### src/rtl/image_pkg.sv
// Shared types and sizing for the image capture sink.
// Pixel-pair layout matches the 48-bit memory word, with R0 in the low byte.
package image_pkg;

  typedef struct packed {
    logic [7:0] b1;
    logic [7:0] g1;
    logic [7:0] r1;
    logic [7:0] b0;
    logic [7:0] g0;
    logic [7:0] r0;
  } pix_pair_t;

  typedef enum logic [1:0] {
    ST_IDLE    = 2'd0,
    ST_CAPTURE = 2'd1,
    ST_FLUSH   = 2'd2,
    ST_DONE    = 2'd3
  } cap_state_t;

  localparam int IMG_WIDTH     = 768;
  localparam int IMG_HEIGHT    = 512;
  localparam int WORDS_PER_ROW = IMG_WIDTH / 2;
  localparam int FRAME_WORDS   = IMG_WIDTH * IMG_HEIGHT / 2;

  function automatic int words_per_row(input int width);
    return width / 2;
  endfunction

  function automatic int frame_words(input int width, input int height);
    return width * height / 2;
  endfunction

endpackage

### src/rtl/image_capture_if.sv
// Pixel-pair input, memory write port and status of the image capture sink.
// master = capture block, slave = source/memory environment.
interface image_capture_if #(
  parameter int ADDR_W = 18
);
  logic              VSYNC;
  logic              HSYNC;
  logic [7:0]        DATA_R0;
  logic [7:0]        DATA_G0;
  logic [7:0]        DATA_B0;
  logic [7:0]        DATA_R1;
  logic [7:0]        DATA_G1;
  logic [7:0]        DATA_B1;
  logic              mem_we;
  logic [ADDR_W-1:0] mem_addr;
  logic [47:0]       mem_wdata;
  logic              mem_ready;
  logic              frame_done;
  logic              overflow;
  logic              frame_err;
  logic [31:0]       checksum;

  modport master (
    input  VSYNC, HSYNC, DATA_R0, DATA_G0, DATA_B0, DATA_R1, DATA_G1, DATA_B1, mem_ready,
    output mem_we, mem_addr, mem_wdata, frame_done, overflow, frame_err, checksum
  );

  modport slave (
    output VSYNC, HSYNC, DATA_R0, DATA_G0, DATA_B0, DATA_R1, DATA_G1, DATA_B1, mem_ready,
    input  mem_we, mem_addr, mem_wdata, frame_done, overflow, frame_err, checksum
  );
endinterface

### src/rtl/image_capture_fifo.sv
// Synchronous FIFO with registered storage, combinational head and whole-contents flush.
// A pop frees a full slot for a same-cycle push; flush overrides push and pop.
module capture_fifo #(
  parameter int DW    = 66,
  parameter int DEPTH = 16
) (
  input  logic          clk,
  input  logic          rst_n,
  input  logic          flush,
  input  logic          push,
  input  logic [DW-1:0] push_dat,
  input  logic          pop,
  output logic [DW-1:0] pop_dat,
  output logic          full,
  output logic          empty,
  output logic          one_left
);
  localparam int AW = $clog2(DEPTH);

  logic [DW-1:0] mem_q [DEPTH];
  logic [AW-1:0] wr_ptr_q, wr_ptr_d;
  logic [AW-1:0] rd_ptr_q, rd_ptr_d;
  logic [AW:0]   count_q, count_d;
  logic          wr_en, rd_en;

  assign full     = (count_q == (AW+1)'(DEPTH));
  assign empty    = (count_q == '0);
  assign one_left = (count_q == (AW+1)'(1));
  assign rd_en    = pop & ~empty & ~flush;
  assign wr_en    = push & (~full | rd_en) & ~flush;
  assign pop_dat  = mem_q[rd_ptr_q];

  always_comb begin
    wr_ptr_d = wr_ptr_q;
    rd_ptr_d = rd_ptr_q;
    count_d  = count_q;
    if (flush) begin
      wr_ptr_d = '0;
      rd_ptr_d = '0;
      count_d  = '0;
    end else begin
      if (wr_en) wr_ptr_d = wr_ptr_q + 1'b1;
      if (rd_en) rd_ptr_d = rd_ptr_q + 1'b1;
      count_d = count_q + (AW+1)'(wr_en) - (AW+1)'(rd_en);
    end
  end

  always_ff @(posedge clk or negedge rst_n) begin
    if (!rst_n) begin
      wr_ptr_q <= '0;
      rd_ptr_q <= '0;
      count_q  <= '0;
    end else begin
      wr_ptr_q <= wr_ptr_d;
      rd_ptr_q <= rd_ptr_d;
      count_q  <= count_d;
    end
  end

  // Storage needs no reset: the head is only consumed while count is nonzero.
  always_ff @(posedge clk) begin
    if (wr_en) mem_q[wr_ptr_q] <= push_dat;
  end
endmodule

### src/rtl/image_capture.sv
// Sink for the two-pixel RGB888 stream: bottom-up BMP addressing, pair FIFO, 48-bit memory writes.
// Define IMAGE_CAPTURE_CHECKSUM_EN to add a running byte sum of accepted words.
module image_capture
  import image_pkg::*;
#(
  parameter int WIDTH      = IMG_WIDTH,
  parameter int HEIGHT     = IMG_HEIGHT,
  parameter int ADDR_W     = 18,
  parameter int FIFO_DEPTH = 16
) (
  input  logic            HCLK,
  input  logic            HRESETn,
  image_capture_if.master bus
);
  localparam int WPR = words_per_row(WIDTH);
  localparam int CW  = (WPR > 1) ? $clog2(WPR) : 1;
  localparam int RW  = (HEIGHT > 1) ? $clog2(HEIGHT) : 1;
  localparam int FW  = ADDR_W + 48;

  cap_state_t        state_q, state_d;
  logic              vs1_q, vs1_d, vs2_q, vs2_d;
  logic [RW-1:0]     row_q, row_d;
  logic [CW-1:0]     col_q, col_d;
  logic              overflow_q, overflow_d;
  logic              frame_err_q, frame_err_d;
  logic              vs_rise, beat, last_beat, pop;
  logic              fifo_full, fifo_empty, fifo_one;
  logic [ADDR_W-1:0] beat_addr;
  pix_pair_t         beat_pix;
  logic [FW-1:0]     head_dat;

  assign vs_rise   = vs1_q & ~vs2_q;
  assign beat      = (state_q == ST_CAPTURE) & bus.HSYNC & ~vs_rise;
  assign last_beat = beat & (row_q == RW'(HEIGHT-1)) & (col_q == CW'(WPR-1));
  assign pop       = ~fifo_empty & bus.mem_ready;
  assign beat_pix  = {bus.DATA_B1, bus.DATA_G1, bus.DATA_R1,
                      bus.DATA_B0, bus.DATA_G0, bus.DATA_R0};
  // Rows are stored bottom-up.
  assign beat_addr = (ADDR_W'(HEIGHT-1) - ADDR_W'(row_q)) * ADDR_W'(WPR) + ADDR_W'(col_q);

  capture_fifo #(
    .DW    (FW),
    .DEPTH (FIFO_DEPTH)
  ) u_fifo (
    .clk      (HCLK),
    .rst_n    (HRESETn),
    .flush    (vs_rise),
    .push     (beat),
    .push_dat ({beat_addr, beat_pix}),
    .pop      (pop),
    .pop_dat  (head_dat),
    .full     (fifo_full),
    .empty    (fifo_empty),
    .one_left (fifo_one)
  );

  always_ff @(posedge HCLK or negedge HRESETn) begin
    if (!HRESETn) begin
      state_q     <= ST_IDLE;
      vs1_q       <= 1'b0;
      vs2_q       <= 1'b0;
      row_q       <= '0;
      col_q       <= '0;
      overflow_q  <= 1'b0;
      frame_err_q <= 1'b0;
    end else begin
      state_q     <= state_d;
      vs1_q       <= vs1_d;
      vs2_q       <= vs2_d;
      row_q       <= row_d;
      col_q       <= col_d;
      overflow_q  <= overflow_d;
      frame_err_q <= frame_err_d;
    end
  end

  // DONE is entered as the final word handshakes so frame_done lands the next cycle.
  always_comb begin
    state_d = state_q;
    if (vs_rise) begin
      state_d = ST_CAPTURE;
    end else begin
      case (state_q)
        ST_IDLE:    state_d = ST_IDLE;
        ST_CAPTURE: if (last_beat) state_d = ST_FLUSH;
        ST_FLUSH:   if (fifo_empty || (fifo_one && pop)) state_d = ST_DONE;
        ST_DONE:    state_d = ST_IDLE;
        default:    state_d = ST_IDLE;
      endcase
    end
  end

  always_comb begin
    vs1_d       = bus.VSYNC;
    vs2_d       = vs1_q;
    row_d       = row_q;
    col_d       = col_q;
    overflow_d  = overflow_q;
    frame_err_d = frame_err_q;
    if (vs_rise) begin
      row_d      = '0;
      col_d      = '0;
      overflow_d = 1'b0;
      if (state_q == ST_CAPTURE || state_q == ST_FLUSH) frame_err_d = 1'b1;
    end else if (beat) begin
      if (col_q == CW'(WPR-1)) begin
        col_d = '0;
        row_d = row_q + 1'b1;
      end else begin
        col_d = col_q + 1'b1;
      end
      // Dropped beats still advance the counters, leaving a hole at their address.
      if (fifo_full && !pop) overflow_d = 1'b1;
    end
  end

  always_comb begin
    bus.mem_we     = ~fifo_empty;
    bus.mem_addr   = '0;
    bus.mem_wdata  = '0;
    if (!fifo_empty) begin
      bus.mem_addr  = head_dat[FW-1:48];
      bus.mem_wdata = head_dat[47:0];
    end
    bus.frame_done = (state_q == ST_DONE);
    bus.overflow   = overflow_q;
    bus.frame_err  = frame_err_q;
  end

`ifdef IMAGE_CAPTURE_CHECKSUM_EN
  pix_pair_t   head_pix;
  logic [31:0] checksum_q, checksum_d;

  assign head_pix = head_dat[47:0];

  always_comb begin
    checksum_d = checksum_q;
    if (vs_rise) begin
      checksum_d = '0;
    end else if (pop) begin
      checksum_d = checksum_q + 32'(head_pix.r0) + 32'(head_pix.g0) + 32'(head_pix.b0)
                              + 32'(head_pix.r1) + 32'(head_pix.g1) + 32'(head_pix.b1);
    end
  end

  always_ff @(posedge HCLK or negedge HRESETn) begin
    if (!HRESETn) checksum_q <= '0;
    else          checksum_q <= checksum_d;
  end

  assign bus.checksum = checksum_q;
`else
  assign bus.checksum = '0;
`endif
endmodule

### src/flat_wrapper.sv
// flat-port wrapper written by rule: the top's interface ports become plain ports
module image_capture_flat import image_pkg::*;
#(
  parameter int WIDTH      = IMG_WIDTH,
  parameter int HEIGHT     = IMG_HEIGHT,
  parameter int ADDR_W     = 18,
  parameter int FIFO_DEPTH = 16
)
  (HCLK, HRESETn, bus_VSYNC, bus_HSYNC, bus_DATA_R0, bus_DATA_G0, bus_DATA_B0, bus_DATA_R1, bus_DATA_G1, bus_DATA_B1, bus_mem_ready, bus_mem_we, bus_mem_addr, bus_mem_wdata, bus_frame_done, bus_overflow, bus_frame_err, bus_checksum);
  image_capture_if #(.ADDR_W(ADDR_W)) bus_i ();
  input  logic HCLK;
  input  logic HRESETn;
  input wire logic [$bits(bus_i.VSYNC)-1:0] bus_VSYNC;
  input wire logic [$bits(bus_i.HSYNC)-1:0] bus_HSYNC;
  input wire logic [$bits(bus_i.DATA_R0)-1:0] bus_DATA_R0;
  input wire logic [$bits(bus_i.DATA_G0)-1:0] bus_DATA_G0;
  input wire logic [$bits(bus_i.DATA_B0)-1:0] bus_DATA_B0;
  input wire logic [$bits(bus_i.DATA_R1)-1:0] bus_DATA_R1;
  input wire logic [$bits(bus_i.DATA_G1)-1:0] bus_DATA_G1;
  input wire logic [$bits(bus_i.DATA_B1)-1:0] bus_DATA_B1;
  input wire logic [$bits(bus_i.mem_ready)-1:0] bus_mem_ready;
  output wire logic [$bits(bus_i.mem_we)-1:0] bus_mem_we;
  output wire logic [$bits(bus_i.mem_addr)-1:0] bus_mem_addr;
  output wire logic [$bits(bus_i.mem_wdata)-1:0] bus_mem_wdata;
  output wire logic [$bits(bus_i.frame_done)-1:0] bus_frame_done;
  output wire logic [$bits(bus_i.overflow)-1:0] bus_overflow;
  output wire logic [$bits(bus_i.frame_err)-1:0] bus_frame_err;
  output wire logic [$bits(bus_i.checksum)-1:0] bus_checksum;
  assign bus_i.VSYNC = bus_VSYNC;
  assign bus_i.HSYNC = bus_HSYNC;
  assign bus_i.DATA_R0 = bus_DATA_R0;
  assign bus_i.DATA_G0 = bus_DATA_G0;
  assign bus_i.DATA_B0 = bus_DATA_B0;
  assign bus_i.DATA_R1 = bus_DATA_R1;
  assign bus_i.DATA_G1 = bus_DATA_G1;
  assign bus_i.DATA_B1 = bus_DATA_B1;
  assign bus_i.mem_ready = bus_mem_ready;
  assign bus_mem_we = bus_i.mem_we;
  assign bus_mem_addr = bus_i.mem_addr;
  assign bus_mem_wdata = bus_i.mem_wdata;
  assign bus_frame_done = bus_i.frame_done;
  assign bus_overflow = bus_i.overflow;
  assign bus_frame_err = bus_i.frame_err;
  assign bus_checksum = bus_i.checksum;
  image_capture #(.WIDTH(WIDTH), .HEIGHT(HEIGHT), .ADDR_W(ADDR_W), .FIFO_DEPTH(FIFO_DEPTH)) u_core (.HCLK(HCLK), .HRESETn(HRESETn), .bus(bus_i));
endmodule
### config.mk
export PLATFORM = sky130hd
export DESIGN_NAME = image_capture_flat
export DESIGN_NICKNAME = d
export VERILOG_FILES = /design/src/rtl/image_pkg.sv /design/src/rtl/image_capture_if.sv /design/src/rtl/image_capture_fifo.sv /design/src/rtl/image_capture.sv /design/src/flat_wrapper.sv
export SDC_FILE = /design/constraint.sdc
export NUM_CORES = 1
export LEC_CHECK = 0
export ABC_AREA = 1
export BUFFER_PORTS_ARGS = -buffer_cell sky130_fd_sc_hd__buf_2
export CAP_MARGIN = 30
export CORE_MARGIN = 4
export CORE_UTILIZATION = 34
export DETAILED_ROUTE_END_ITERATION = 8
export PLACE_DENSITY = 0.48
export RECOVER_POWER = 25
export SYNTH_ARGS = -nofsm -noshare
export SYNTH_HDL_FRONTEND = slang
export SYNTH_SLANG_ARGS = --single-unit
### constraint.sdc
create_clock -name HCLK -period 5.5 [get_ports HCLK]
set_input_delay 1.1 -clock HCLK [delete_from_list [all_inputs] [get_ports HCLK]]
set_output_delay 1.1 -clock HCLK [all_outputs]
set_load 0.03 [all_outputs]
Word-level counts from Yosys, hierarchy flattened
Memories as Yosys holds them, arrays and structs flattened.
Index checks and enable logic that the tools add are counted.
{"block": "classes", "shift": 0, "n_mul": 1, "div_mod_pow": 0, "n_reduce_logical": 17, "n_eq_ne": 9, "add_sub_neg": 8, "n_lt_le_gt_ge": 0, "muxes": 22, "bitwise": 15}
{"op": "2-to-1 mux 9 bit", "n": 6}
{"op": "2-to-1 mux 48 bit", "n": 1}
{"op": "adder 18 x 9 -> 18 bit", "n": 1}
{"op": "adder 9 x 1 -> 9 bit, second input constant", "n": 2}
{"op": "== test 9 bit, second input constant", "n": 2}
{"op": "multiplier 18 x 2 -> 11 bit, second input constant", "n": 1}
{"op": "2-to-1 mux 18 bit", "n": 1}
{"op": "2-to-1 mux 4 bit", "n": 4}
{"op": "AND 1 bit", "n": 10}
{"op": "nonzero test 2 bit", "n": 5}
{"op": "subtractor 9 x 9 -> 10 bit, first input constant", "n": 1}
{"op": "adder 4 x 1 -> 4 bit, second input constant", "n": 2}
{"op": "AND reduction 2 bit", "n": 4}
{"op": "2-to-1 mux 2 bit", "n": 3}
{"op": "inequality test 3 x 1 -> 1 bit, second input constant", "n": 2}
{"op": "case mux 2 bit (3 select lines)", "n": 1}
{"op": "adder 5 x 1 -> 5 bit", "n": 1}
{"op": "== test 5 x 1 -> 1 bit, second input constant", "n": 1}
{"op": "== test 5 bit, second input constant", "n": 1}
{"op": "zero test 5 bit", "n": 1}
{"op": "2-to-1 mux 1 bit", "n": 5}
{"op": "2-to-1 mux 5 bit", "n": 1}
{"op": "subtractor 5 x 1 -> 5 bit", "n": 1}
{"op": "== test 2 bit, second input constant", "n": 2}
{"op": "8 further kinds", "n": 13}
{"block": "word_totals", "word_cells": 83, "ramBits": 1056, "romBits": 0, "latch_bits": 0, "ff_bits": 37, "n_memories": 1, "in_bits": 53, "output_inout_bits": 102}
{"name": "u_core.u_fifo.mem_q", "words": 16, "word_bits": 66, "read_ports": 1, "rd_clocked_by_memory_dff": 0, "write_ports": 1, "line": "image_capture_fifo.sv:20", "source": "logic [DW-1:0] mem_q [DEPTH];"}

Depth between registers and ports, before layout
Gate-level depths: netlist of run 1.
{"block": "logic_depth", "word_depth": 11, "depth_mapped": 18, "depth_no_buf": 18}

Modules after synthesis
A second synthesis of run 1 with hierarchy kept.
{"block": "unflattened", "cells_unflattened": 3949, "hier_area_um2": 45666.3}
{"mod": "capture_fifo", "n_inst": 1, "area_each_um2": 42742.2, "seq_area_each_um2": 32035.7, "cells_per_inst": 3493}
{"mod": "image_capture", "n_inst": 1, "area_each_um2": 2924.1, "seq_area_each_um2": 600.6, "cells_per_inst": 456}

Worst setup path before layout of run 1
No wires, ideal clock.
{"block": "synth_timing", "kind": "input -> register", "from": "input port bus_HSYNC", "to": "memory u_core.u_fifo.mem_q[11][0] (enable)", "setup_ns": 0.491, "t_required_ns": 5.009, "stages": 6, "path_buffers": 0, "setup_slack_ns": 0.419, "t_arrival_ns": 4.590, "path_cell_list": "nand2_1 -> nor2_2 -> nand2_2 -> inv_1 -> nand2_1 -> nor2_1"}
{"block": "synth_between", "elab_chain_cells": 6}
{"element": "start, declared", "line": "flat_wrapper.sv:14", "source": "input wire logic [$bits(bus_i.HSYNC)-1:0] bus_HSYNC;"}
{"element": "AND 1 bit (2 in a row)", "line": "image_capture.sv:33", "source": "assign beat = (state_q == ST_CAPTURE) & bus.HSYNC & ~vs_rise;"}
{"element": "AND 1 bit (2 in a row)", "line": "image_capture_fifo.sv:30", "source": "assign wr_en = push & (~full | rd_en) & ~flush;"}
{"element": "2-to-1 mux 1 bit", "line": "image_capture_fifo.sv:62", "source": "if (wr_en) mem_q[wr_ptr_q] <= push_dat;"}
{"element": "2-to-1 mux 1 bit (implied by the code)", "line": "image_capture_fifo.sv:62"}
{"element": "end, declared", "line": "image_capture_fifo.sv:20"}
Every way passes these cells.

Final worst setup path of run 1
{"block": "layout_timing", "from": "register u_core.u_fifo.rd_ptr_q[1]", "to": "output port bus_mem_wdata[25]"}
{"block": "layout_between", "elab_chain_cells": 2}
{"element": "start, declared", "line": "image_capture_fifo.sv:22", "source": "logic [AW-1:0] rd_ptr_q, rd_ptr_d;"}
{"element": "start signal, assigned", "line": "image_capture_fifo.sv:55", "source": "rd_ptr_q <= rd_ptr_d;"}
{"element": "memory (16 x 66 bit)"}
{"element": "2-to-1 mux 48 bit", "line": "image_capture.sv:121", "source": "if (!fifo_empty) begin"}
{"element": "end, declared", "line": "flat_wrapper.sv:24", "source": "output wire logic [$bits(bus_i.mem_wdata)-1:0] bus_mem_wdata;"}
Every way passes these cells.

==> results of run 1 <==
[final timing paths]
path	start	to	depth (start not counted)
min reg2reg	u_core.vs1_q	u_core.vs2_q	0
max reg2reg	u_core.state_q[1]	u_core.u_fifo.mem_q[6][10]	9
max	u_core.u_fifo.rd_ptr_q[1]	bus_mem_wdata[25]	7
min	u_core.vs1_q	u_core.vs2_q	0
max in group asynchronous	HRESETn	u_core.u_fifo.rd_ptr_q[2]	2
min in group asynchronous	HRESETn	u_core.bus.frame_err	1
[logic make-up (layout without fill, tap and decap cells)]
| family | after synthesis | in the layout | synth area share, % |
|---|---|---|---|
| AOI/OAI and AO/OA | 976 | 976 | 13.4 |
| xor gates and xnor gates | 11 | 11 | 0.219 |
| adders and majority gates | 38 | 38 | 1.13 |
| buffers and inverters | 326 | 479 | 3.81 |
| DFF | 1093 | 1093 | 74.2 |
| other | 1 | 32 | 0.00853 |
| and+or+nand+nor | 796 | 796 | 7.17 |
[metal layers]
metal  global-route usage, %  vias to the layer above  wire length, um
li1                        -                    12400                -
met1                    25.5                    14000            57700
met2                    28.2                      676            56000
met3                    2.43                      149             5830
met4                    4.18                        0             2120
met5                       0                        -                0
[placed cells by master (no fill, tap or decap), types with 10 or more instances in the layout]
master,n
conb_1,32
o221ai_1,177
clkinv_2,27
clkbuf_16,119
buf_2,84
nor3_1,10
dfrtp_1,33
a21oi_1,81
buf_4,43
nand2_1,89
ha_1,35
inv_1,60
nand3_1,82
nor2_4,17
edfxtp_1,1056
buf_12,29
o21ai_1,74
o211ai_1,87
nor2_1,581
clkinv_1,25
bufinv_16,13
clkbuf_1,58
o22ai_1,77
o21ai_0,468
[sequential cells by signal, summed over array words and instances, names as in the netlist]
register and count:
u_core.bus.frame_err 1, u_core.bus.overflow 1, u_core.col_q 9, u_core.row_q 9, u_core.state_q 2, u_core.u_fifo.count_q 5
u_core.u_fifo.mem_q 1056, u_core.u_fifo.rd_ptr_q 4, u_core.u_fifo.wr_ptr_q 4, u_core.vs1_q 1, u_core.vs2_q 1
[power groups by stage]
stage	clock network, mW	logic [mW]	registers, mW
final	7.86	7.03	9.66
after floorplan	0	4.93	9.68
after global placement	0	7.10	9.83
after CTS	8.04	7.12	9.66
after detailed placement	0	7.10	9.84
after global routing	8.40	7.71	9.68
[worst max-delay path, delay by kind of cell (launching register included)]
| kind | cells | cell delay [ns] |
|---|---|---|
| AOI/OAI and AO/OA | 3 | 0.85 |
| and+or+nand+nor | 1 | 0.13 |
| DFF | 1 | 0.69 |
| buffers and inverters | 3 | 1.52 |
[metrics by stage]
| stage | instance area [sq um] | cells |
|---|---|---|
| 2_1_floorplan | 44100 | 3272 |
| 3_3_place_gp | 46400 | 4930 |
| 3_5_place_dp | 46500 | 4935 |
| 4_1_cts | 50300 | 5152 |
| 5_1_grt | 50300 | 5154 |
| 6_report | 50300 | 5154 |
[Yosys cell counts, types with 4 or more instances]
library cell / instances / area share (%)
edfxtp_1: 1056 / 72
o21ai_2: 4 / 0.080
clkbuf_1: 127 / 1.1
xor2_1: 8 / 0.16
inv_1: 60 / 0.51
o22ai_1: 77 / 1.1
dfrtp_1: 37 / 2.1
nor3_1: 10 / 0.11
nor2_1: 598 / 5.1
o211ai_1: 87 / 1.5
o21ai_1: 74 / 0.84
a21oi_1: 81 / 0.92
buf_2: 47 / 0.54
o21ai_0: 468 / 5.3
o221ai_1: 177 / 3.5
buf_6: 12 / 0.31
nand4_1: 6 / 0.085
nand3_1: 82 / 0.93
ha_1: 35 / 1.0
buf_4: 69 / 1.2
nand2_1: 89 / 0.76
[cell type report]
class                   count  area, sq um
clock buffers             138         3050
fillers                 11900        77700
multi-input cells        1853         9900
well taps                1729         2160
clock inverters            79          757
flip-flops and latches   1093        32700
repair buffers            196         1500
inverters                  66          287
==> impl_metrics.yaml, run 1 <==
placed_design:
  dp_hpwl_mm: 59.8
  post-place-ws_ns: 1.10
  portBuffers: 122
  gp_congestion: 0.716
drt:
  drcViolationCount: 0
  antenna_left: 0
  vias: 27300
  wl_mm: 122
  vias_per_cell: 5.29
  wl_per_cell_um: 23.6
  drtIter0Drc: 2283
  first_pass_iters: 5
synth:
  syn_inst: 3241
  synth_warnings: 0
  syn_area_sq_um: 44000
  ys_types: 42
  async_reset_ff_share_pct: 3.39
  ys_ff_latch: 1093
  seq_area_frac_synth_pct: 74.2
  synthFlopType: "edfxtp_1"
  synth-edff-count: 1056
  syn_area_per_cell_sq_um: 13.6
worst_setup_path:
  r2r_slack_ns: 2.22
  crit_slowest_cell: "buf_4"
  cp.arrival_ns: 3.99
  startpoint_type: "register"
  cp-end-kind: "output port"
  crit_chain: "buf_12 -> buf_4 -> o21ai_0 -> o221ai_1 -> nand3_1 -> a21oi_1 -> buf_2"
  cp_max_fo: 115
  crit_required_ns: 4.40
  worstSetupPathType: "register to output port"
  slowest_delay_ns: 0.72
timing:
  setup_viol: 0
  maxSlewViolCount: 27
  max_freq_mhz: 197
  grt_setup_unrepaired: "false"
  tightest_slew_ns: 1.52
  finalSetupTns_ns: 0
  holdWs_ns: 0.373
  maxSlewHeadroom_pct: -1.24
  fin_worst_skew_ns: 0.0306
  post-route-period-util_pct: 92.5
  hold_violations: 0
  fin_crit_ns: 5.09
  fin_ws_ns: 0.411
power:
  internal_power_mw: 15.8
  leakage_nw: 15.9
  finalPower_mw: 24.6
  p_sw_mw: 8.74
  clock_power_share_pct: 32.0
  p_per_area_nw_per_um2: 488
  combinationalPowerShare_pct: 28.6
  swShare_pct: 35.6
  peakVddDrop_v: 0.000349
  pwr-share-seq_pct: 39.4
cts:
  cts_root_buffer: "clkbuf_16"
  postCtsSetupBuffers: 0
  cts_buffers: 116
  ctsResizeCount: 0
  h-tree-depth: 3
  cts_buffer_depth: 3
  cts_tree: "yes"
  postCtsHoldBufs: 0
  clkTransAtPathRegs_ns: 0.06
  cts_sinks: 1093
  clkLatencyLatePin_ns: 0.72
floorplanning:
  die_height_um: 368
  fp-row-count: 131
  ios: 155
  initial_core_util_pct: 34.3
  core_sq_um: 128000
  die_w_um: 368
  dieArea_sq_um: 135000
status:
  status: "complete, but fails checks"
  violations: "capacitance limit, slew limit"
finish:
  layout-drive-gt1-share_pct: 10.7
  post-route-util_pct: 39.3
  diodes: 0
  synthToLayoutAreaGrowth_pct: 14.4
  nets: 3417
run:
  drv_cap: 1
global_routing:
  grt_max_degree: 251
  track_usage_pct: 17.6
  grt_pass1_wl_mm: 180
  grt_antenna_before_repair: 1
  grt_pass1_vias: 26800
  grt-ovfl-total: 0
worst_hold_path:
  hp-class: "register to register"
Note: power is estimated with default switching activity, not from simulation.
==> run 2: changes to the inputs <==
--- a/config.mk
+++ b/config.mk
@@ -12,3 +12,5 @@
 export CORE_UTILIZATION = 34
+export CTS_BUF_LIST = sky130_fd_sc_hd__clkbuf_2 sky130_fd_sc_hd__clkbuf_4 sky130_fd_sc_hd__clkbuf_8
 export DETAILED_ROUTE_END_ITERATION = 8
+export MAX_ROUTING_LAYER = met4
 export PLACE_DENSITY = 0.48
--- a/constraint.sdc
+++ b/constraint.sdc
@@ -3,2 +3,2 @@
 set_output_delay 1.1 -clock HCLK [all_outputs]
-set_load 0.03 [all_outputs]
+set_load 0.005 [all_outputs]
==> impl_metrics.yaml, run 2 (same netlist as run 1, synthesis figures left out) <==
drt:
  vias_per_cell: 5.22
  first_pass_iters: 5
  antenna_left: 0
  drcViolationCount: 0
  wl_per_cell_um: 23.0
  vias: 27500
  wl_mm: 121
  drtIter0Drc: 2285
cts:
  cts_buffers: 187
  clkTransAtPathRegs_ns: 0.06
  cts_buffer_depth: 3
  cts_root_buffer: "clkbuf_8"
  clkLatencyLatePin_ns: 0.87
  cts_sinks: 1093
  postCtsSetupBuffers: 0
  postCtsHoldBufs: 0
  cts_tree: "yes"
  ctsResizeCount: 0
  h-tree-depth: 4
worst_setup_path:
  r2r_end: "u_core.u_fifo.mem_q[2][30]"
  crit_chain: "buf_12 -> o21ai_0 -> o221ai_1 -> nand3_1 -> a21oi_1 -> buf_2"
  r2r-start: "u_core.state_q[1]"
  crit_cells: 6
  cp-end-kind: "output port"
  slowest_delay_ns: 0.72
  crit_family: "compound AO/OA/AOI/OAI gates"
  path_buf_inv: 2
  crit_end: "bus_mem_addr[17]"
  crit_slowest_cell: "dfrtp_4"
  reg2reg_depth: 9
  startpoint: "u_core.u_fifo.rd_ptr_q[0]"
  r2r_slack_ns: 2.12
  cp.arrival_ns: 3.82
  worstSetupPathType: "register to output port"
  startpoint_type: "register"
  crit_required_ns: 4.40
  cp_max_fo: 229
placed_design:
  dp_hpwl_mm: 57.1
  gp_congestion: 0.733
  placed_cells: 4934
  portBuffers: 122
status:
  violations: "capacitance limit, slew limit"
  status: "complete, but fails checks"
finish:
  final_common_cell: "edfxtp_1"
  mostFrequentLayoutCells: "edfxtp_1, nor2_1, o21ai_0, clkbuf_8, o221ai_1"
  largest_registers: "u_core.u_fifo.mem_q x1056, u_core.col_q x9, u_core.row_q x9"
  layout-drive-gt1-share_pct: 13.6
  final_cells: 5271
  largest_register: "u_core.u_fifo.mem_q"
  nets: 3486
  synthToLayoutAreaGrowth_pct: 13.6
  largest_reg_flops: 1056
global_routing:
  grt_max_degree: 280
  grt_antenna_before_repair: 7
  grt-ovfl-total: 0
  track_usage_pct: 18.1
  grt_pass1_vias: 27700
  grt_pass1_wl_mm: 179
timing:
  setup_viol: 0
  fin_crit_ns: 4.92
  maxSlewHeadroom_pct: -2.15
  maxSlewViolCount: 26
  fin_worst_skew_ns: 0.0275
  hold_violations: 0
  grt_setup_unrepaired: "false"
  finalSetupTns_ns: 0
  max_freq_mhz: 203
  tightest_slew_ns: 1.53
  post-route-period-util_pct: 89.5
power:
  p_per_area_nw_per_um2: 456
  peakVddDrop_v: 0.000574
  leakage_nw: 15.9
floorplanning:
  core_sq_um: 128000
  die_w_um: 368
  fp-row-count: 131
  initial_core_util_pct: 34.3
  die_height_um: 368
  dieArea_sq_um: 135000
  ios: 155
worst_hold_path:
  hp-class: "primary input to asynchronous set/reset pin"
run:
  drv_cap: 1
-- run 2: changes by cell type in the layout (fill, tap and decap cells not counted), sizes merged --
cell / change
buf: -8
bufinv: -10
clkbuf: +124
clkinv: +7
clkinvlp: -4
diode: +5
inv: +3
-- run 2: per-stage QoR --
stage / cell area [sq um] / util (%) / power, mW / worst slack [ns] / hold slack (ns)
global route: 50000 / 39.0 / 24.1 / 0.284 / 0.259
floorplan: 44100 / - / 13.7 / 0.419 / 0.354
global placement: 46400 / 36.2 / 15.9 / 1.43 / 0.360
detailed placement: 46400 / 36.3 / 15.9 / 1.44 / 0.364
CTS: 50000 / 39.1 / 23.1 / 0.410 / 0.228
finish: 50000 / 39.0 / 22.8 / 0.579 / 0.305
-- run 2: worst register-to-register path: stages (launching register included) --
cell and delay [ns]:
dfrtp_1 0.41, inv_1 0.07, ha_1 0.15, nand2_1 0.12
nor2_2 0.35, nand2_2 0.14, inv_1 0.17, nand2_1 0.27
nor2_4 0.79, buf_4 0.50
-- run 2: how the worst min path moves through the flow --
stage	end	cells after the start	from
2_1_floorplan	u_core.vs2_q	0	u_core.vs1_q
3_3_place_gp	u_core.vs2_q	0	u_core.vs1_q
3_5_place_dp	u_core.vs2_q	0	u_core.vs1_q
4_1_cts	u_core.vs1_q	1	bus_VSYNC
5_1_grt	u_core.vs1_q	1	bus_VSYNC
6_report	u_core.state_q[1]	1	HRESETn
-- run 2: where the power goes --
part           total, mW  internal, mW  leakage, nW  switching (mW)
sequential          9.63          9.42         9.83           0.213
combinational       6.07          1.81         4.13            4.25
clock               7.07          3.80         1.90            3.26
total               22.8          15.0         15.9            7.73
-- run 2: metal layers --
metal	wire length, um	global-route usage (%)	vias up
met2	56300	28.3	768
met1	56500	24.4	14000
li1	-	-	12600
met5	0	-	-
met4	2120	5.11	0
met3	6300	3.32	181
-- run 2: layout make-up --
type	instances	area, sq um
diodes	5	12.5
flip-flops and latches	1093	32700
repair buffers	194	1370
well taps	1729	2160
fillers	12100	78100
multi-input cells	1853	9900
clock buffers	256	3110
inverters	66	287
clock inverters	75	459
